### src/rtl/rf_write_arbiter.sv
// Register-file write-port arbiter: ALU writeback has priority, accelerator results
// queue in a FIFO that is force-drained after STARVE_LIMIT consecutive ALU wins.
module rf_write_arbiter #(
    parameter int DEPTH        = 4,
    parameter int STARVE_LIMIT = 3
) (
    input  logic                   clk,
    input  logic                   reset,
    input  logic                   alu_we,
    input  logic [4:0]             alu_rd,
    input  logic [31:0]            alu_wdata,
    input  logic                   acc_valid,
    input  logic [4:0]             acc_rd,
    input  logic [31:0]            acc_wdata,
    output logic                   acc_ready,
    output logic                   rf_we,
    output logic [4:0]             rf_waddr,
    output logic [31:0]            rf_wdata,
    output logic                   alu_stall,
    output logic [31:0]            pending_mask,
    output logic [$clog2(DEPTH):0] fifo_count
);
    localparam int PW = $clog2(DEPTH);
    localparam int CW = PW + 1;
    localparam int SW = (STARVE_LIMIT < 1) ? 1 : $clog2(STARVE_LIMIT + 1);

    typedef struct packed {
        logic [4:0]  rd;
        logic [31:0] data;
    } wr_entry_t;

    wr_entry_t     mem [DEPTH];
    logic [PW-1:0] wr_ptr, rd_ptr, idx;
    logic [CW-1:0] count_q;
    logic [SW-1:0] starve_q, starve_nxt;
    logic          fifo_empty, alu_take, pop, push;
    logic [31:0]   mask;

    assign fifo_empty = (count_q == '0);
    assign acc_ready  = !reset && (count_q != CW'(DEPTH));
    // rd=0 transfers complete the handshake but are never queued
    assign push       = acc_valid && acc_ready && (acc_rd != 5'd0);
    assign alu_take   = alu_we && (alu_rd != 5'd0) && !alu_stall;
    assign pop        = !alu_take && !fifo_empty;
    assign fifo_count = reset ? '0 : count_q;

    always_comb begin
        starve_nxt = starve_q;
        if (pop || fifo_empty)
            starve_nxt = '0;
        else if (alu_take)
            starve_nxt = starve_q + 1'b1;
    end

    always_comb begin
        mask = '0;
        idx  = '0;
        for (int i = 0; i < DEPTH; i++) begin
            idx = rd_ptr + PW'(i);
            if (CW'(i) < count_q)
                mask[mem[idx].rd] = 1'b1;
        end
        pending_mask = reset ? '0 : mask;
    end

    // Storage needs no reset: occupancy alone decides which slots are live
    always_ff @(posedge clk) begin
        if (push)
            mem[wr_ptr] <= '{rd: acc_rd, data: acc_wdata};
    end

    always_ff @(posedge clk) begin
        if (reset) begin
            wr_ptr    <= '0;
            rd_ptr    <= '0;
            count_q   <= '0;
            starve_q  <= '0;
            alu_stall <= 1'b0;
            rf_we     <= 1'b0;
            rf_waddr  <= '0;
            rf_wdata  <= '0;
        end else begin
            if (push)
                wr_ptr <= wr_ptr + 1'b1;
            if (pop)
                rd_ptr <= rd_ptr + 1'b1;
            count_q   <= count_q + CW'(push) - CW'(pop);
            starve_q  <= starve_nxt;
            alu_stall <= (starve_nxt == SW'(STARVE_LIMIT));
            rf_we     <= alu_take || pop;
            if (alu_take) begin
                rf_waddr <= alu_rd;
                rf_wdata <= alu_wdata;
            end else if (pop) begin
                rf_waddr <= mem[rd_ptr].rd;
                rf_wdata <= mem[rd_ptr].data;
            end
        end
    end
endmodule

### config.mk
export PLATFORM = sky130hd
export DESIGN_NAME = rf_write_arbiter
export DESIGN_NICKNAME = d
export VERILOG_FILES = /design/src/rtl/rf_write_arbiter.sv
export SDC_FILE = /design/constraint.sdc
export NUM_CORES = 1
export LEC_CHECK = 0
export ABC_AREA = 1
export CORE_UTILIZATION = 42
export DETAILED_ROUTE_END_ITERATION = 7
export PLACE_DENSITY_LB_ADDON = 0.1
export SYNTH_ARGS = -nofsm -noshare
export SYNTH_HDL_FRONTEND = slang
export SYNTH_SLANG_ARGS = --single-unit
### constraint.sdc
create_clock -name clk -period 5.3 [get_ports clk]
set_input_delay 1.06 -clock clk [delete_from_list [all_inputs] [get_ports clk]]
set_output_delay 1.06 -clock clk [all_outputs]
set_load 0.01 [all_outputs]
==> impl_metrics.toml, run 1 <==
[worst_setup_path]
crit_arrival_ns = 3.80
r2r_slack_ns = 2.53
required_ns = 4.24
worstSetupPathType = "reg2out"
r2r_cells = 5
timing.critical_path.fanout_max = 34
r2r-end = "mem[3][13]$_DFFE_PP_"
r2r-start = "count_q[1]$_SDFF_PP0_"
critPathLaunch = "rd_ptr[0]$_SDFFE_PP0P_"
cp-start-kind = "register"
end_kind = "output port"

[place]
dpl_cell_area_sq_um = 11600
gp_congestion = 0.951
port_buffers = 152
dpl.hpwl_mm = 18.0

[route]
wl_per_cell_um = 16.7
ant_nets = 0
drc = 0
vias_per_cell = 5.14
drt-pass1-iter-count = 7
first_iter_violations = 608
drt-total-wl_mm = 27.3
vias = 8394

[pwr]
p_clk_share_pct = 24.3
ir_drop_v = 0.000216
power_switching_share_pct = 41.2
power.internal_w = 0.00318
p_per_area_nw_per_um2 = 443
p_leak_nw = 4.84
comb_power_share_pct = 39.4
p_seq_share_pct = 36.3
switchingPower_w = 0.00223

[die]
dieArea_sq_um = 24000
coreArea_sq_um = 22800
ios = 153
initial_core_util_pct = 43.2
rows = 55
die_width_um = 155
die_y_um = 155

[timing]
rsz0062_at_grt = "no"
tightest_slew_ns = 1.14
skew_ns = 0.0135
slew_viol_final = 0
tns_ns = 0
max-slew-margin-rel_pct = 23.8
finalSetupViolCount = 0
hold_viol = 0
max_freq_ghz = 0.206
period_share_pct = 91.8
fin_crit_ns = 4.86

[clock_tree]
clock-sinks = 198
root_buffer = "clkbuf_16"
ctsHoldBuffers = 0
cts_tree = "built"
post_cts_buffers = 0
post_cts_resized = 0
cts_buffers = 17
htree_num_levels = 4
cts.clk_slew.worst_paths_ns = 0.08
cts_buffer_depth = 2
insertion_delay_ns = 0.44

[layout]
nets = 1394
num-fill-cells = 2156
n_antenna_cell = 0
drive_gt1_share_pct = 6.52
stdcell_area_sq_um = 12200
areaGrowthSynthToFinish_pct = 24.2

[synthesis]
syn_avg_cell_area_sq_um = 8.35
ys_seq_area_share_pct = 55.3
ys.flop_type = "edfxtp_1"
ys_warn_count = 0
synth.largest_area_cell = "edfxtp_1"
netlist_instances = 1178
synth_seq_cells = 198
async_reset_ff_share_pct = 0
syn_nets = 1265
synth-edff-count = 148
synth_cell_types = 31
ys_top_cells_by_area = "edfxtp_1, nand2_1, dfxtp_1"
syn_area_sq_um = 9840
synth_top_area_share_pct = 45.2

[grt]
grtUsageTotal_pct = 23.2
antenna_found_initial = 0
grt-ovfl-total = 0
grt_start_max_net_pins = 58
grt_pass1_vias = 7993
grt_pass1_wl_mm = 42.9

[hold_path]
hold_path_end = "starve_q[0]$_SDFF_PP0_"
hp-start = "starve_q[0]$_SDFF_PP0_"
holdPathStages = 1
hold_path_class = "reg2reg"

[status]
status = "completed"

[run]
maxCapViolCount = 0
-- how the worst max path moves through the flow --
| stage | end | slack [ns] | cells past startpoint |
|---|---|---|---|
| 6_report | pending_mask[6] | 0.44 | 11 |
| 2_1_floorplan | mem[0][0]$_DFFE_PP_ | 1.48 | 4 |
| 3_3_place_gp | pending_mask[6] | 0.95 | 11 |
| 3_5_place_dp | pending_mask[16] | 0.96 | 11 |
| 5_1_grt | pending_mask[15] | 0.07 | 11 |
| 4_1_cts | pending_mask[16] | 0.47 | 11 |
-- cell usage in the layout (no fill, tap or decap), drive strengths merged --
cell | synthesis | layout
a21oi | 19 | 19
a31oi | 1 | 1
buf | 27 | 13
clkbuf | 28 | 17
clkdlybuf4s50 | 0 | 152
clkinv | 1 | 7
dfxtp | 50 | 50
edfxtp | 148 | 148
fa | 1 | 1
ha | 8 | 8
inv | 69 | 78
nand2 | 379 | 379
nand3 | 70 | 70
nor2 | 195 | 195
nor3 | 4 | 4
nor4 | 1 | 1
o211ai | 6 | 6
o21ai | 136 | 136
o221ai | 24 | 24
o22ai | 8 | 8
or2 | 1 | 1
xnor2 | 2 | 2
-- critical path: stages, from the launching register on --
cell             delay, ns
dfxtp_1               1.08
inv_4                 0.33
nand3_1               0.17
nand2_1               0.07
nor2_1                0.17
nand2_1               0.13
nor2_1                0.52
nand2_1               0.11
nand2_1               0.11
nor2_1                0.05
nor2_1                0.08
clkdlybuf4s50_1       0.54
-- per-layer routing --
metal	vias up	routed length, um	track usage [%]
li1	4185	-	-
met4	0	323	5.94
met2	261	13200	39.7
met1	3924	12100	30.5
met5	-	0	0
met3	24	1670	4.15
-- power by group through the flow --
stage / logic, W / registers, W / clock network, W
6_report: 0.00213 / 0.00197 / 0.00132
5_1_grt: 0.00235 / 0.00200 / 0.00140
4_1_cts: 0.00213 / 0.00197 / 0.00134
3_5_place_dp: 0.00212 / 0.00200 / 0
3_3_place_gp: 0.00211 / 0.00200 / 0
2_1_floorplan: 0.00137 / 0.00197 / 0
-- logic make-up (layout without fill, tap and decap cells) --
kind of cell	Yosys count	count (layout)	synth area share (%)
AO/OA/AOI/OAI	194	194	11.1
XOR/XNOR	2	2	0.178
adder cells (fa/ha/maj)	9	9	1.22
buffers and inverters	125	267	5.53
flip-flops	198	198	55.3
AND/OR/NAND/NOR	650	650	26.7
-- final cells by class --
type / instances / area, sq um / area share (%)
Sequential cell: 198 / 5450 / 44.6
Clock buffer: 17 / 425 / 3.48
Inverter: 70 / 265 / 2.17
Timing Repair Buffer: 165 / 1620 / 13.2
Tap cell: 313 / 392 / 3.20
Clock inverter: 15 / 190 / 1.56
Multi-Input combinational cell: 855 / 3880 / 31.8
-- through the flow --
| step | instances | hold slack [ns] | power, W | util (%) | worst slack, ns |
|---|---|---|---|---|---|
| after floorplan | 1178 | 0.441 | 0.00335 | - | 1.48 |
| after global placement | 1601 | 0.455 | 0.00411 | 50.9 | 0.949 |
| after detailed placement | 1601 | 0.462 | 0.00412 | 50.9 | 0.963 |
| after CTS | 1633 | 0.473 | 0.00543 | 53.7 | 0.470 |
| after global routing | 1633 | 0.494 | 0.00575 | 53.7 | 0.0694 |
| final | 1633 | 0.470 | 0.00541 | 53.7 | 0.435 |
-- registers in the layout (all words and copies together) (netlist names), named ones only --
name / flops
alu_stall: 1
count_q: 3
mem: 148
rd_ptr: 2
rf_waddr: 5
rf_wdata: 32
rf_we: 1
starve_q: 2
wr_ptr: 2
-- synthesized netlist by cell type, types with 4 or more instances --
cell / instances
o21ai_0: 115
nor2_2: 17
nand2_2: 7
buf_6: 6
o221ai_1: 24
nand3_1: 69
nand2_1: 372
ha_1: 8
inv_2: 5
o211ai_1: 6
buf_2: 16
dfxtp_1: 50
nor3_1: 4
inv_1: 63
nor2_1: 175
clkbuf_1: 28
o21ai_1: 21
o22ai_1: 8
edfxtp_1: 148
a21oi_1: 19
(Power assumes the default switching activity.)
==> inputs of run 2 (changes only) <==
--- a/config.mk
+++ b/config.mk
@@ -6,9 +6,10 @@
 export NUM_CORES = 1
 export LEC_CHECK = 0
 export ABC_AREA = 1
-export CORE_UTILIZATION = 42
+export CORE_UTILIZATION = 27
 export DETAILED_ROUTE_END_ITERATION = 7
 export PLACE_DENSITY_LB_ADDON = 0.1
+export SKIP_CTS_REPAIR_TIMING = 1
 export SYNTH_ARGS = -nofsm -noshare
 export SYNTH_HDL_FRONTEND = slang
 export SYNTH_SLANG_ARGS = --single-unit
==> run 2 against run 1 <==
Sequential power is essentially flat. Clock skew grew 0.0013 ns. Register-to-register slack gained 0.17 ns. Setup slack gained 0.33 ns. The run now ends with DRC left. Utilization shrank 19 points. Critical path type unchanged. Global-route usage shrank 6.3 points. Power grew 1.0%. Cell count grew 9.2%.
==> impl_metrics.toml, run 2 (synthesized netlist as in run 1, its figures left out) <==
[pwr]
p_leak_nw = 4.85
power.internal_w = 0.00322
p_per_area_nw_per_um2 = 440
total_power_w = 0.00547
comb_power_share_pct = 40.4
switchingPower_w = 0.00225
power_switching_share_pct = 41.1
ir_drop_v = 0.000256
p_seq_share_pct = 35.6
p_clk_share_pct = 24.0

[grt]
grt-ovfl-total = 0
grt_pass1_vias = 8027
antenna_found_initial = 1
grt_start_max_net_pins = 65
grt_pass1_wl_mm = 47.0
grtUsageTotal_pct = 17.0

[route]
drt-pass1-iter-count = 7
vias = 8403
vias_per_cell = 4.71
drt-total-wl_mm = 30.9
drc = 7
ant_nets = 0
first_iter_violations = 606
wl_per_cell_um = 17.3

[die]
die_width_um = 193
initial_core_util_pct = 27.5
die_y_um = 193
ios = 153
rows = 69
dieArea_sq_um = 37200
coreArea_sq_um = 35700

[worst_setup_path]
crit_arrival_ns = 3.47
end_kind = "output port"
worstSetupPathType = "reg2out"
cp_top_family = "simple AND/OR/NAND/NOR gates"
cpMostUsedCell = "nor2_1"
timing.critical_path.fanout_max = 19
required_ns = 4.24
slowest_stage = "nor2_1"
critPathMaxStageDelay_ns = 0.66
r2r-start = "count_q[1]$_SDFF_PP0_"
cp-start-kind = "register"
path_cells = "clkinv_1 -> nand3_1 -> nand3_1 -> nor2_1 -> nand2_1 -> o21ai_1 -> nor2_1 -> nor2_1 -> clkdlybuf4s50_1"
critical_path_buf_inv_count = 2
r2r_slack_ns = 2.70

[clock_tree]
cts_buffers = 17
cts_buffer_depth = 2
root_buffer = "clkbuf_16"
htree_num_levels = 4
cts.clk_slew.worst_paths_ns = 0.08
insertion_delay_ns = 0.44
clock-sinks = 198
cts_tree = "built"

[timing]
slew_viol_final = 0
hold_viol = 0
max_freq_ghz = 0.221
tightest_slew_ns = 0.858
rsz0062_at_grt = "no"
max-slew-margin-rel_pct = 42.6
hold_ws_ns = 0.478
finalSetupViolCount = 0
skew_ns = 0.0148
fin_crit_ns = 4.53
period_share_pct = 85.5
tns_ns = 0

[place]
port_buffers = 152
gp_congestion = 0.833
dpl.hpwl_mm = 20.9

[layout]
reg_top3 = "mem (148), rf_wdata (32), rf_waddr (5)"
largest_reg_flops = 148
areaGrowthSynthToFinish_pct = 26.3
nets = 1397
regArea_sq_um = 5450
n_antenna_cell = 0
final_common_cell = "nand2_1"
multi_input_area_sq_um = 3880
num-fill-cells = 3757
largest-register = "mem"
drive_gt1_share_pct = 6.73
final_cell_mix = "nand2_1, nor2_1, clkdlybuf4s50_1"

[hold_path]
hold_path_class = "reg2reg"
hp-start = "starve_q[0]$_SDFF_PP0_"

[run]
maxCapViolCount = 0

[status]
status = "complete, but fails checks"
violations = "DRC"
run 2: cell count changes in the layout (fill, tap and decap cells not counted), sizes merged:
cell	previous run	this run
inv	78	77
buf	13	16
clkbuf	17	20
clkinv	7	5
run 2: path summary, 6_finish.rpt:
check                                end  depth (start not counted)
setup / recovery         pending_mask[3]                          9
setup reg to reg   count_q[2]$_SDFF_PP0_                         10
hold reg to reg   starve_q[0]$_SDFF_PP0_                          1
hold / removal    starve_q[0]$_SDFF_PP0_                          1
run 2: cell type report:
type	instances	share of cell area, %
Clock buffer	20	3.85
Sequential cell	198	43.8
Timing Repair Buffer	168	13.3
Clock inverter	12	0.997
Tap cell	461	4.64
Inverter	70	2.13
Multi-Input combinational cell	855	31.2
run 2: worst register-to-register path, cell delays in order, from the launching register on:
cell and delay, ns:
dfxtp_1 0.39, inv_1 0.12, a31oi_1 0.21, nand3_1 0.47, ha_1 0.48, inv_1 0.05
ha_1 0.13, inv_1 0.04, fa_1 0.37, xnor2_1 0.17, nor2_1 0.05
run 2: layer usage:
metal,global-route usage [%],part of all wire [%],vias to the layer above
li1,-,-,4190
met1,22.3,46,4024
met2,28.4,48,157
met3,2.96,3.9,30
met4,4.96,1.6,2
met5,0,0.032,-
run 2: power groups by stage:
stage	sequential [W]	combinational, W	clock (W)
final	0.00194	0.00221	0.00131
after global routing	0.00197	0.00247	0.00140
after CTS	0.00195	0.00224	0.00135
after detailed placement	0.00198	0.00223	0
after global placement	0.00198	0.00222	0
after floorplan	0.00197	0.00137	0
run 2: through the flow:
stage | instance area (sq um) | setup slack, ns | instances | utilization (%)
floorplan | 9840 | 1.48 | 1178 | -
global route | 12400 | 0.487 | 1784 | 34.8
detailed placement | 11800 | 1.21 | 1752 | 33.1
finish | 12400 | 0.770 | 1784 | 34.8
global placement | 11800 | 1.25 | 1752 | 33.1
CTS | 12400 | 0.718 | 1784 | 34.8
